$ cat config.mk
export PLATFORM = sky130hd
export DESIGN_NAME = semaforo_completo
export DESIGN_NICKNAME = d
export VERILOG_FILES = /design/src/rtl/semaforo_completo.sv
export SDC_FILE = /design/constraint.sdc
export NUM_CORES = 1
export LEC_CHECK = 0
export ABC_AREA = 1
export BUFFER_PORTS_ARGS = -buffer_cell sky130_fd_sc_hd__buf_2
export CORE_AREA = 4 4 41 43
export DETAILED_ROUTE_END_ITERATION = 12
export DIE_AREA = 0 0 45 47
export MAX_ROUTING_LAYER = met4
export PLACE_DENSITY = 0.44
export SYNTH_ARGS = -nofsm -noshare
export SYNTH_HDL_FRONTEND = slang
export SYNTH_SLANG_ARGS = --single-unit
export TNS_END_PERCENT = 100
$ cat constraint.sdc
create_clock -name clk -period 1 [get_ports clk]
set_input_delay 0.1 -clock clk [delete_from_list [all_inputs] [get_ports clk]]
set_output_delay 0.1 -clock clk [all_outputs]
set_load 0.03 [all_outputs]
$ cat src/rtl/semaforo_completo.sv
// semaforo_completo: two-street traffic-light controller with a parade mode.
// A mode FSM (NORMAL/PARADE) drives the internal flag m. A lights FSM
// sequences the lamps of streets A and B. Both FSMs are Moore machines, and
// the lamps are decoded from the lights state only. While m is set, the
// lights FSM holds street B green in S2.
module semaforo_completo (
   input  logic       clk,
   input  logic       reset,
   input  logic       TA,
   input  logic       TB,
   input  logic       P,
   input  logic       R,
   output logic [2:0] LA,
   output logic [2:0] LB
);

   // Lamp encodings, one-hot {red, yellow, green}
   localparam logic [2:0] LAMP_GREEN  = 3'b001;
   localparam logic [2:0] LAMP_YELLOW = 3'b010;
   localparam logic [2:0] LAMP_RED    = 3'b100;

   typedef enum logic {
      NORMAL = 1'b0,
      PARADE = 1'b1
   } mode_t;

   typedef enum logic [1:0] {
      S0 = 2'd0,   // A green,  B red
      S1 = 2'd1,   // A yellow, B red
      S2 = 2'd2,   // A red,    B green
      S3 = 2'd3    // A red,    B yellow
   } light_t;

   // Snapshot of both FSM states for probes and checkers
   typedef struct packed {
      mode_t  mode;
      light_t light;
   } dbg_t;

   mode_t  mode_q, mode_d;
   light_t light_q, light_d;
   logic   m;
   dbg_t   dbg;

   // The lights FSM sees the registered mode, so a P/R request reaches the
   // lamps one edge after it is sampled
   assign m   = (mode_q == PARADE);
   assign dbg = '{mode: mode_q, light: light_q};

   // Mode state register; reset forces NORMAL
   always_ff @(posedge clk) begin
      if (reset) begin
         mode_q <= NORMAL;
      end else begin
         mode_q <= mode_d;
      end
   end

   // Mode next-state logic. R is ignored in NORMAL and P in PARADE, so
   // P and R together toggle the mode
   always_comb begin
      mode_d = mode_q;
      case (mode_q)
         NORMAL:  if (P) mode_d = PARADE;
         PARADE:  if (R) mode_d = NORMAL;
         default: mode_d = NORMAL;
      endcase
   end

   // Lights state register; reset forces S0 regardless of the other inputs
   always_ff @(posedge clk) begin
      if (reset) begin
         light_q <= S0;
      end else begin
         light_q <= light_d;
      end
   end

   // Lights next-state logic. TA is evaluated only in S0. TB and m are
   // evaluated only in S2
   always_comb begin
      light_d = S0;
      case (light_q)
         S0:      light_d = TA ? S0 : S1;
         S1:      light_d = S2;
         S2:      light_d = (m || TB) ? S2 : S3;
         S3:      light_d = S0;
         default: light_d = S0;
      endcase
   end

   // Moore lamp decode. Every state keeps at least one street red
   always_comb begin
      LA = LAMP_GREEN;
      LB = LAMP_RED;
      case (light_q)
         S0: begin
            LA = LAMP_GREEN;
            LB = LAMP_RED;
         end
         S1: begin
            LA = LAMP_YELLOW;
            LB = LAMP_RED;
         end
         S2: begin
            LA = LAMP_RED;
            LB = LAMP_GREEN;
         end
         S3: begin
            LA = LAMP_RED;
            LB = LAMP_YELLOW;
         end
         default: begin
            LA = LAMP_GREEN;
            LB = LAMP_RED;
         end
      endcase
   end

endmodule

==> run_results.csv <==
group,metric,value,unit
yosys,synth_area_leader_cell,"ha_1",
drt,drc,0,
placement,place_hpwl,341,um
timing,hold_viol,0,
yosys,synth_fp_nets,34,
floorplanning,dieArea,0.00212,mm2
timing,period_needed,1180,ps
power_and_ir_drop,power,0.995,mW
clocking,hold_buffers,0,
global_routing,antenna_found_initial,0,
yosys,ys_ff_latch,3,
hold_path,hold_class,"in2reg",
yosys,yosys_warnings,0,
power_and_ir_drop,swShare,42.0,%
floorplanning,die_y,47,um
drt,wire_per_inst,7.98,um
global_routing,first_global_vias,188,
floorplanning,num_io_pins,12,
setup_path,ff2ff_path_depth,5,
floorplanning,start_util,14.3,%
clocking,cts_tree,"yes",
cells_and_area,fin_nets,53,
drt,ant_nets,0,
timing,final_max_slew_viol_count,0,
floorplanning,fp.dieW,45,um
clocking,ctsLongestPathBuffers,2,
floorplanning,rows,13,
placement,place_congestion,0.581,
clocking,insertion_delay,240,ps
global_routing,overflow,0,
drt,vias_per_cell,3.43,
run_status,violations,"setup timing",
drt,vias,192,
drt,finalWirelength,447,um
yosys,synth_area_leaders,"ha_1 34%, dfxtp_1 32%, inv_1 10%",
cells_and_area,antenna_cells,0,
setup_path,path_class,"reg2out",
drt,drt_pass1_iterations,1,
timing,holdWs,37.3,ps
timing,finalClockSkew,6.70,ps
clocking,htree_levels,1,
floorplanning,core_region_area,0.00130,mm2
global_routing,grt_max_degree,5,
timing,slew_headroom,90.2,%
clocking,root_buffer,"clkbuf_4",
setup_path,startpoint_type,"register",
hold_path,holdPathStages,2,
hold_path,min_to,"m$_SDFF_PP0_",
power_and_ir_drop,peakVddDrop,1.26,mV
timing,setup_slack,-183,ps
run_status,status,"finished with violations",
yosys,netlist_instances,23,
power_and_ir_drop,p_comb_share,58.5,%
clocking,clk_pin_slew,40,ps
power_and_ir_drop,p_leak,0.190,nW
yosys,synth_cell_types,8,
setup_path,cp.required,900,ps
yosys,synth.avg_cell_area,8.11,um2
global_routing,track_usage,5.61,%
yosys,ys_seq_area_share,32.2,%
hold_path,worst_hold_startpoint,"R",
timing,fmax,845,MHz
power_and_ir_drop,switchingPower,0.418,mW
timing,worst_pin_slew,145,ps
setup_path,cp.arrival,1080,ps
setup_path,cp-end-kind,"output pin",
global_routing,grt_pass1_wl,745,um
placement,io_buffers,11,
setup_path,r2r_end,"light_q[0]$_SDFF_PP0_",
power_and_ir_drop,seq_power_share,19.7,%
cells_and_area,drive_above_1_share,70.7,%
yosys,synth_top_area_share,33.6,%
setup_path,cp_max_fo,3,
power_and_ir_drop,p_int,0.578,mW
cells_and_area,layout_common_cells,"5 x buf_2, 5 x buf_6, 4 x buf_4",
power_and_ir_drop,clkPwrFrac,21.9,%
power_and_ir_drop,power_density,2430,mW/mm2
timing,min_period_over_period,118,%
clocking,numCtsBuffers,3,
timing,rsz0062_at_grt,"true",
drt,drtIter0Drc,0,
flow_run,maxCapViolations,0,
setup_path,ff2ff_setup_slack,90,ps
clocking,clkSinkCount,3,
timing,setup_viol,6,
yosys,syn_area,186,um2
setup_path,r2r_start,"light_q[0]$_SDFF_PP0_",
cells_and_area,area_delta_synth_final,120,%
==> cell families (layout without fill, tap and decap cells) <==
group           after synthesis  in the layout  share of synthesized area [%]
compound gates                3              3                           10.1
fa+ha+maj                     5              5                           33.6
buf+inv                       5             23                           10.1
flops                         3              3                           32.2
simple gates                  7              7                           14.1
==> layout make-up <==
class / count / area [um2]
tap: 15 / 18.8
timing repair buffer: 14 / 111
inverter: 5 / 21.3
fill: 146 / 891
clock buffer: 4 / 26.3
multi-input combinational: 15 / 165
sequential: 3 / 67.6
==> routing by layer <==
layer | share of wire (%) | vias to the layer above | GRT usage (%) | wire (um)
met3 | 15 | 0 | 5.75 | 65
li1 | - | 105 | - | -
met1 | 46 | 75 | 6.77 | 205
met4 | 0 | 0 | 1.75 | 0
met2 | 39 | 12 | 5.93 | 176
met5 | 0 | - | - | 0
==> power by group through the flow <==
stage	sequential (mW)	clock, mW	combinational, mW
3_3_place_gp	0.181	0	0.426
6_report	0.196	0.218	0.582
4_1_cts	0.188	0.227	0.499
3_5_place_dp	0.181	0	0.428
5_1_grt	0.203	0.241	0.636
2_1_floorplan	0.178	0	0.338
==> stage by stage <==
stage / setup slack, ps / cell area [um2] / std cells / utilization, % / setup TNS (ps)
final: -183 / 410 / 56 / 31.5 / -851
after global routing: -232 / 410 / 56 / 31.5 / -1110
after CTS: -194 / 365 / 55 / 28.1 / -922
after detailed placement: -65.6 / 299 / 50 / 23.0 / -65.6
after global placement: -69.8 / 299 / 50 / 23.0 / -69.8
after floorplan: -49.3 / 218 / 23 / - / -64.9
==> worst max-delay path: stages (launching register included) <==
cell	delay, ps
dfxtp_4	350
ha_2	190
nor2_4	130
nor2_4	50
buf_6	130
==> flip-flops by register name (all words and copies together), names as in the netlist <==
register / flops
m: 1
light_q: 2
==> worst max-delay path by stage <==
stage	from	to	slack, ps	cells past startpoint
4_1_cts	light_q[1]$_SDFF_PP0_	LA[2]	-190	4
5_1_grt	light_q[0]$_SDFF_PP0_	LA[2]	-230	5
6_report	light_q[0]$_SDFF_PP0_	LA[2]	-180	4
2_1_floorplan	light_q[0]$_SDFF_PP0_	LA[2]	-50	4
3_5_place_dp	light_q[1]$_SDFF_PP0_	LA[2]	-70	4
3_3_place_gp	light_q[1]$_SDFF_PP0_	LA[2]	-70	4
==> Yosys cell counts (all sizes together) <==
library cell  number
dfxtp              3
a21oi              2
nor2               4
nand2              3
inv                5
ha                 5
o21ai              1
==> timing repair <==
item / in CTS / in global routing
setup endpoints to repair: 7 / 7
gates cloned: 0 / 0
pin swaps: 2 / 0
gates resized for setup: 12 / 9
setup buffers: 1 / 1
Power figures use the tool's default switching activity.
